$ cat config.mk
export PLATFORM = sky130hd
export DESIGN_NAME = ea_sequencer
export DESIGN_NICKNAME = d
export VERILOG_FILES = /design/src/rtl/ea_sequencer.sv
export SDC_FILE = /design/constraint.sdc
export NUM_CORES = 1
export LEC_CHECK = 0
export ABC_CLOCK_PERIOD_IN_PS = 2500
export CORE_MARGIN = 2
export CORE_UTILIZATION = 46
export CTS_CLUSTER_DIAMETER = 200
export DETAILED_ROUTE_END_ITERATION = 7
export PLACE_DENSITY = 0.92
export SYNTH_ARGS = -nofsm -noshare
export SYNTH_HDL_FRONTEND = slang
export SYNTH_SLANG_ARGS = --single-unit
$ cat constraint.sdc
create_clock -name clk -period 2.5 [get_ports clk]
set_clock_uncertainty 0.15 [all_clocks]
set_input_delay 0.5 -clock clk [delete_from_list [all_inputs] [get_ports clk]]
set_output_delay 0.5 -clock clk [all_outputs]
set_load 0.02 [all_outputs]
$ cat src/rtl/ea_sequencer.sv
// Effective-address sequencer for the 2A03 core. It fetches operand bytes, follows
// zero-page pointers and borrows the shared ALU for index adds and high-byte fixups.
module ea_sequencer #(
    parameter logic [7:0] ALU_OP_ADDR = 8'b1000_0000
) (
    input  logic        clk,
    input  logic        rst_n,
    input  logic        start,
    input  logic [2:0]  mode,
    input  logic        is_write,
    input  logic [7:0]  index_x,
    input  logic [7:0]  index_y,
    input  logic [15:0] pc,
    output logic        pc_inc,
    output logic [15:0] mem_addr,
    output logic        mem_rd,
    input  logic [7:0]  mem_data,
    input  logic        mem_ready,
    output logic        alu_req,
    output logic [7:0]  alu_a,
    output logic [7:0]  alu_b,
    output logic [7:0]  alu_op,
    input  logic [8:0]  alu_f,
    output logic        busy,
    output logic [15:0] ea,
    output logic        ea_valid,
    output logic        page_cross
);

    localparam logic [2:0] S_IDLE     = 3'd0;
    localparam logic [2:0] S_FETCH_LO = 3'd1;
    localparam logic [2:0] S_FETCH_HI = 3'd2;
    localparam logic [2:0] S_ADD_LO   = 3'd3;
    localparam logic [2:0] S_FIX_HI   = 3'd4;
    localparam logic [2:0] S_PTR_LO   = 3'd5;
    localparam logic [2:0] S_PTR_HI   = 3'd6;
    localparam logic [2:0] S_DONE     = 3'd7;

    logic [2:0]  state_q, state_d;
    logic [2:0]  mode_q, mode_d;
    logic        wr_q, wr_d;
    logic [7:0]  idx_q, idx_d;
    logic [7:0]  lo_q, lo_d;
    logic [7:0]  hi_q, hi_d;
    logic [7:0]  ptr_q, ptr_d;
    logic        carry_q, carry_d;
    logic [15:0] ea_q, ea_d;
    logic        pcross_q, pcross_d;
    logic [7:0]  ptr_inc;
    logic        fetch_st;
    logic        add_st;
    logic        fix_st;

    assign ptr_inc  = ptr_q + 8'd1;
    assign fetch_st = (state_q == S_FETCH_LO) || (state_q == S_FETCH_HI);
    assign add_st   = (state_q == S_ADD_LO);
    assign fix_st   = (state_q == S_FIX_HI);

    always_comb begin
        mem_rd   = 1'b0;
        mem_addr = 16'h0000;
        case (state_q)
            S_FETCH_LO, S_FETCH_HI: begin
                mem_rd   = 1'b1;
                mem_addr = pc;
            end
            S_PTR_LO: begin
                mem_rd   = 1'b1;
                mem_addr = {8'h00, ptr_q};
            end
            S_PTR_HI: begin
                mem_rd   = 1'b1;
                mem_addr = {8'h00, ptr_inc};
            end
            default: ;
        endcase
    end

    assign pc_inc     = fetch_st && mem_ready;
    assign alu_req    = add_st || fix_st;
    assign alu_a      = add_st ? lo_q : (fix_st ? hi_q : 8'h00);
    assign alu_b      = add_st ? idx_q : (fix_st ? {7'd0, carry_q} : 8'h00);
    assign alu_op     = alu_req ? ALU_OP_ADDR : 8'h00;
    assign busy       = (state_q != S_IDLE);
    assign ea_valid   = (state_q == S_DONE);
    // Outside DONE the address and flag of the last completed sequence stay visible.
    assign ea         = ea_valid ? {hi_q, lo_q} : ea_q;
    assign page_cross = ea_valid ? carry_q : pcross_q;

    always_comb begin
        state_d  = state_q;
        mode_d   = mode_q;
        wr_d     = wr_q;
        idx_d    = idx_q;
        lo_d     = lo_q;
        hi_d     = hi_q;
        ptr_d    = ptr_q;
        carry_d  = carry_q;
        ea_d     = ea_q;
        pcross_d = pcross_q;
        case (state_q)
            S_IDLE: begin
                if (start) begin
                    mode_d  = mode;
                    wr_d    = is_write;
                    lo_d    = 8'h00;
                    hi_d    = 8'h00;
                    ptr_d   = 8'h00;
                    carry_d = 1'b0;
                    case (mode)
                        3'd1, 3'd4, 3'd6: idx_d = index_x;
                        3'd2, 3'd5, 3'd7: idx_d = index_y;
                        default:          idx_d = 8'h00;
                    endcase
                    state_d = S_FETCH_LO;
                end
            end
            S_FETCH_LO: begin
                if (mem_ready) begin
                    if (mode_q == 3'd7) begin
                        ptr_d   = mem_data;
                        state_d = S_PTR_LO;
                    end else begin
                        lo_d = mem_data;
                        case (mode_q)
                            3'd0:             state_d = S_DONE;
                            3'd1, 3'd2, 3'd6: state_d = S_ADD_LO;
                            default:          state_d = S_FETCH_HI;
                        endcase
                    end
                end
            end
            S_FETCH_HI: begin
                if (mem_ready) begin
                    hi_d    = mem_data;
                    state_d = (mode_q == 3'd3) ? S_DONE : S_ADD_LO;
                end
            end
            S_ADD_LO: begin
                // Zero-page forms drop the carry so the sum wraps inside page zero.
                if (mode_q == 3'd6) begin
                    ptr_d   = alu_f[7:0];
                    state_d = S_PTR_LO;
                end else if (mode_q == 3'd1 || mode_q == 3'd2) begin
                    lo_d    = alu_f[7:0];
                    state_d = S_DONE;
                end else begin
                    lo_d    = alu_f[7:0];
                    carry_d = alu_f[8];
                    state_d = (alu_f[8] || wr_q) ? S_FIX_HI : S_DONE;
                end
            end
            S_FIX_HI: begin
                hi_d    = alu_f[7:0];
                state_d = S_DONE;
            end
            S_PTR_LO: begin
                if (mem_ready) begin
                    lo_d    = mem_data;
                    state_d = S_PTR_HI;
                end
            end
            S_PTR_HI: begin
                if (mem_ready) begin
                    hi_d    = mem_data;
                    state_d = (mode_q == 3'd7) ? S_ADD_LO : S_DONE;
                end
            end
            S_DONE: begin
                ea_d     = {hi_q, lo_q};
                pcross_d = carry_q;
                state_d  = S_IDLE;
            end
            default: state_d = S_IDLE;
        endcase
    end

    always_ff @(posedge clk or negedge rst_n) begin
        if (!rst_n) begin
            state_q  <= S_IDLE;
            mode_q   <= 3'd0;
            wr_q     <= 1'b0;
            idx_q    <= 8'h00;
            lo_q     <= 8'h00;
            hi_q     <= 8'h00;
            ptr_q    <= 8'h00;
            carry_q  <= 1'b0;
            ea_q     <= 16'h0000;
            pcross_q <= 1'b0;
        end else begin
            state_q  <= state_d;
            mode_q   <= mode_d;
            wr_q     <= wr_d;
            idx_q    <= idx_d;
            lo_q     <= lo_d;
            hi_q     <= hi_d;
            ptr_q    <= ptr_d;
            carry_q  <= carry_d;
            ea_q     <= ea_d;
            pcross_q <= pcross_d;
        end
    end

endmodule

Word level (Yosys, flattened, before mapping) --
Cells that the tools add are included.
Word-level totals: flip-flop bits (word level) 57, input bits 57, output and inout bits 62, word-level logic and storage cells 102
Operators by class: $add $sub $neg 1, eq/ne operators 29, muxes and demuxes 38, reduce and logical (&&, ||, !) cells 24
Operators with widths (count):
- 2-to-1 mux 8 bit | 12
- case mux 16 bit (3 select lines) | 1
- case mux 8 bit (3 select lines) | 2
- case mux 8 bit (4 select lines) | 1
- equality test 3 bit (second input constant) | 10
- 2-to-1 mux 3 bit | 8
- case mux 3 bit (8 select lines) | 1
- 2-to-1 mux 16 bit | 1
- != test 2 bit (second input constant) | 8
- case mux 8 bit (2 select lines) | 1
- equality test 3 x 2 -> 1 bit (second input constant) | 5
- AND reduction 5 bit | 2
- equality test 3 x 1 -> 1 bit (second input constant) | 3
- nonzero test 3 bit | 3
- OR reduction 3 bit | 3
- adder 8 x 1 -> 8 bit (second input constant) | 1
- zero test 3 bit | 2
- 2-to-1 mux 1 bit | 6
- 2-to-1 mux 2 bit | 3
- != test 2 x 1 -> 1 bit (second input constant) | 3
- case mux 3 bit (2 select lines) | 1
- AND reduction 6 bit | 1
- logical OR 1 bit | 4
- AND reduction 4 bit | 1
- 8 further kinds | 9

Logic depth before layout (Yosys ltp) --
depth in word-level cells 6, gate-level depth with buffers 9, gate-level depth less buffers 7

Least setup slack after synthesis --
No wires, ideal clock.
path kind register to output, start point register state_q[0], end point output port alu_op[7], arrival 1.787 ns, required time 1.850 ns, path slack 0.063 ns, cell stages (with the launch flop) 8, buffers on the path 4, path through dfrtp_1 > ha_1 > buf_2 > and2b_1 > buf_2 > clkbuf_1 > or2_2 > buf_4
On the way: longest elaborated chain between the ends 3, elaborated cells between the ends (all ways) 4, those cells by class eq/ne: 2; mux: 1; reduce/logical: 1
RTL lines:
- from (decl) | line 39 | logic [2:0] state_q, state_d;
- from (signal assigned) | line 191 | state_q <= state_d;
- equality test 3 x 2 -> 1 bit / equality test 3 bit (equally long branches) | line 56, 57
- logical OR 1 bit (*) | line 80 | assign alu_req = add_st || fix_st;
- net alu_req | line 19 | output logic alu_req,
- 2-to-1 mux 8 bit (*) | line 83 | assign alu_op = alu_req ? ALU_OP_ADDR : 8'h00;
- to (decl) | line 22 | output logic [7:0] alu_op,
The timed path passes the listed nets; every way through them passes the cells marked *.

Final worst setup path --
start point register state_q[0], end point output port mem_addr[5]
On the way: longest elaborated chain between the ends 3, elaborated cells between the ends (all ways) 6, those cells by class eq/ne: 4; mux: 1; reduce/logical: 1
RTL lines:
- equality test 3 x 1 -> 1 bit / equality test 3 x 2 -> 1 bit (equally long branches) | line 62 | case (state_q)
- OR reduction 2 bit
- case mux 16 bit (3 select lines) (*) | line 62
- to (decl) | line 15 | output logic [15:0] mem_addr,
Mark *: on every way between the ends. The rest lies on a longest branch, timed or not.

==> summary.md <==
| Metric | Value |
|---|---|
| Drc violations | 0 |
| Post-synth EDFFs | 0 |
| Post-synthesis cell count | 332 |
| First-iteration detailed-routing DRC count | 171 |
| Critical Path RT | 1.85 ns |
| Ys Warns | 0 |
| R2R cell count | 8 |
| Mean area per synthesized cell | 10.1 um^2 |
| Die X | 89.6 um |
| Sequential share of the synthesized area | 0.423 |
| Area of the multi-input gates | 1850 um^2 |
| Type of element launching the critical path | register |
| CTS tree | built |
| Crit path DAT | 1.92 ns |
| Mapped cell area | 3370 um^2 |
| Hold Path Class | register to register |
| Finished Layout Cells | 572 |
| Ant diodes | 0 |
| Routed Antenna Nets | 0 |
| Vias/cell | 5.61 |
| Maximum VDD drop | 548 uV |
| F_max | 0.389 GHz |
| Leak pwr | 0.00226 uW |
| WP depth | 6 |
| Final Hold Viols | 0 |
| Maximum fanout along the worst path | 4 |
| Pins over their slew limit | 0 |
| FFs w/ async S/R, synth | 1.00 |
| Crit path kind | register to output port |
| Vias in the first global route | 3058 |
| Total track usage | 0.236 |
| Yosys cell types | 55 |
| Least-Margin Pin Slew | 0.653 ns |
| WL per Instance | 16.6 um |
| WL final | 9490 um |
| Worst R2R End | lo_q[1] |
| Critical Path Source | state_q[0] |
| Failing checks | negative setup slack |
| Root Driver | clkbuf_8 |
| Hold slack final | 0.330 ns |
| Cell total after placement | 551 |
| Buf+Inv Stages, Crit Path | 2 |
| PortBufs | 111 |
| Clk slew on worst S/H paths | 0.06 ns |
| Fin area | 4860 um^2 |
| Slowest stage delay, CP | 0.41 ns |
| Clock Tree Buf Depth | 2 |
| Depth of the CTS H-tree | 3 |
| Count of final setup violators | 11 |
| Top FF cell, synth | dfrtp_1 |
| Delay-heaviest family, CP | flip-flops |
| Largest net degree at the start of global routing | 30 |
| Critical Path Slowest Stage Cell | dfrtp_2 |
| Pwr/cell area | 1280 nW/um^2 |
| Final nets | 530 |
| Max Cap Viol | 0 |
| Placer Congestion | 0.878 |
| Worst path cell trace | inv_2 -> ha_1 -> nor2b_4 -> o21ai_0 -> a21oi_1 -> buf_4 |
| GR Overflow Total | 0 |
| Period Utilization, post-route | 1.03 |
| Share of layout cells above drive strength 1 | 0.338 |
| Row cnt | 31 |
| Post-DP Area | 4740 um^2 |
| Fill cells | 545 |
| FF-to-FF Start | state_q[1] |
| Relative slew slack | 0.563 |
| Setup crit end | mem_addr[5] |
| Register area | 1430 um^2 |
| CP endpoint kind | output port |
| RSZ-0062 raised after global routing | yes |
| I/O pin cnt | 119 |
| #FFs+latches synth | 57 |
| Clk_lat worst skew | 0.32 ns |
| First-pass GRT wire length | 14700 um |
| DP HPWL | 6890 um |
| Die Ht | 89.6 um |
| Die ar. | 8030 um^2 |
| Syn-to-layout area delta | 44.3% |
| Antenna violations before repair | 0 |
| TritonRoute pass-1 iters | 4 |
| Post-route worst setup slack | -0.0702 ns |
| Worst slack, placed | -0.165 ns |
| Status | finished with violations |
| Min cycle time layout | 2.57 ns |
| Worst reg-to-reg setup slack | 0.19 ns |
| Total CTS buffers | 9 |
| Via count | 3207 |
| Core ar. | 7180 um^2 |
| Initial Util | 0.470 |
| CTS sink cnt | 57 |
==> where the power goes <==
| group | switching, uW | total [uW] | internal, uW | leakage [uW] |
|---|---|---|---|---|
| clock network | 361 | 844 | 484 | 0.0000953 |
| registers | 325 | 1670 | 1340 | 0.000737 |
| logic | 1980 | 3710 | 1730 | 0.00143 |
| total | 2670 | 6220 | 3550 | 0.00226 |
==> per-layer routing <==
layer | share of wire | routed length (um) | global-route usage
met3 | 0.060 | 568 | 0.0457
met1 | 0.39 | 3690 | 0.288
met5 | 0 | 0 | 0
met4 | 0.020 | 191 | 0.0665
met2 | 0.53 | 5040 | 0.422
==> stage by stage <==
step           TNS [ns]  power [uW]  utilization
2_1_floorplan         0        3920            -
5_1_grt           -1.11        6620        0.678
6_report         -0.258        6220        0.678
4_1_cts          -0.576        6220        0.691
3_5_place_dp      -2.52        5460        0.660
3_3_place_gp     -0.759        5320        0.660
==> layout make-up <==
| type | instances | area share |
|---|---|---|
| clock buffers | 11 | 0.0291 |
| clock inverters | 5 | 0.0113 |
| inverters | 7 | 0.00566 |
| multi-input cells | 245 | 0.381 |
| flip-flops and latches | 57 | 0.294 |
| well taps | 99 | 0.0255 |
| repair buffers | 148 | 0.254 |
==> cells by family after synthesis <==
group / Yosys count / share of synthesized area
AO/OA/AOI/OAI: 107 / 0.233
adder cells (fa/ha/maj): 5 / 0.0186
buffers and inverters: 37 / 0.0550
AND/OR/NAND/NOR: 82 / 0.127
XOR/XNOR: 1 / 0.00260
other: 1 / 0.00111
flip-flops: 57 / 0.423
multiplexers: 42 / 0.139
==> Yosys cell counts, drive strengths merged (3+ instances only) <==
library cell	instances	area, um^2
a211oi	3	35.0
a21oi	8	40.0
a22o	27	236
a22oi	18	135
a31oi	3	18.8
and2	17	106
buf	20	119
clkbuf	10	38.8
dfrtp	57	1430
ha	5	62.6
inv	6	22.5
mux2	39	439
mux2i	3	30.0
nand2	24	90.1
nand2b	3	18.8
nand3	4	20.0
nor2	13	48.8
o21ai	31	159
o311ai	3	26.3
or2	3	18.8
==> how the worst min path moves through the flow <==
stage | start | endpoint | slack, ns | cells after the start
after floorplan | rst_n | carry_q | 0.05 | 0
after global placement | rst_n | ea_q[15] | 0.27 | 1
after detailed placement | rst_n | ea_q[15] | 0.29 | 1
after CTS | idx_q[5] | idx_q[5] | 0.34 | 2
after global routing | ea_q[13] | ea_q[13] | 0.36 | 1
final | idx_q[5] | idx_q[5] | 0.33 | 2
==> what timing repair did <==
action | in CTS | in global routing
hold buffers | 1 | 0
resized for setup | 149 | 56
endpoints found under the setup margin | 55 | 46
cloned | 2 | 0
hold endpoints to repair | 13 | 0
buffers inserted | 1 | 1
pin swaps | 1 | 1
==> cell usage in the layout (no fill, tap or decap), drive strengths merged, types with 2 or more instances in the layout <==
| cell | n |
|---|---|
| nor3 | 2 |
| o311ai | 3 |
| clkinv | 3 |
| nand2 | 24 |
| clkdlybuf4s15 | 5 |
| clkdlybuf4s50 | 55 |
| mux2 | 39 |
| nand2b | 3 |
| nand3 | 4 |
| and3 | 2 |
| nor2b | 2 |
| dlygate4sd2 | 8 |
| a21oi | 8 |
| mux2i | 3 |
| nand4 | 2 |
| a211oi | 3 |
| buf | 65 |
| a22oi | 18 |
| inv | 6 |
| o22ai | 2 |
| nor3b | 2 |
| clkinvlp | 2 |
| and2 | 17 |
| a31oi | 3 |
| conb | 7 |
| and4 | 2 |
| a22o | 27 |
| ha | 5 |
| nor2 | 14 |
| o21ai | 31 |
| or3 | 2 |
| clkbuf | 24 |
| and2b | 2 |
| dfrtp | 57 |
| or2 | 3 |
==> sequential cells by signal, indices dropped and copies added, names as in the netlist <==
register  flops
ptr_q         8
state_q       3
carry_q       1
lo_q          8
pcross_q      1
wr_q          1
hi_q          8
idx_q         8
mode_q        3
ea_q         16
==> worst register-to-register path, cell delays in order (launching register included) <==
cell	delay (ns)
dfrtp_2	0.42
ha_2	0.24
and2b_1	0.16
buf_4	0.20
buf_4	0.18
nor3_1	0.07
a211oi_4	0.20
buf_4	0.22
mux2_2	0.36
No activity file was read; power rests on OpenSTA's default activity.
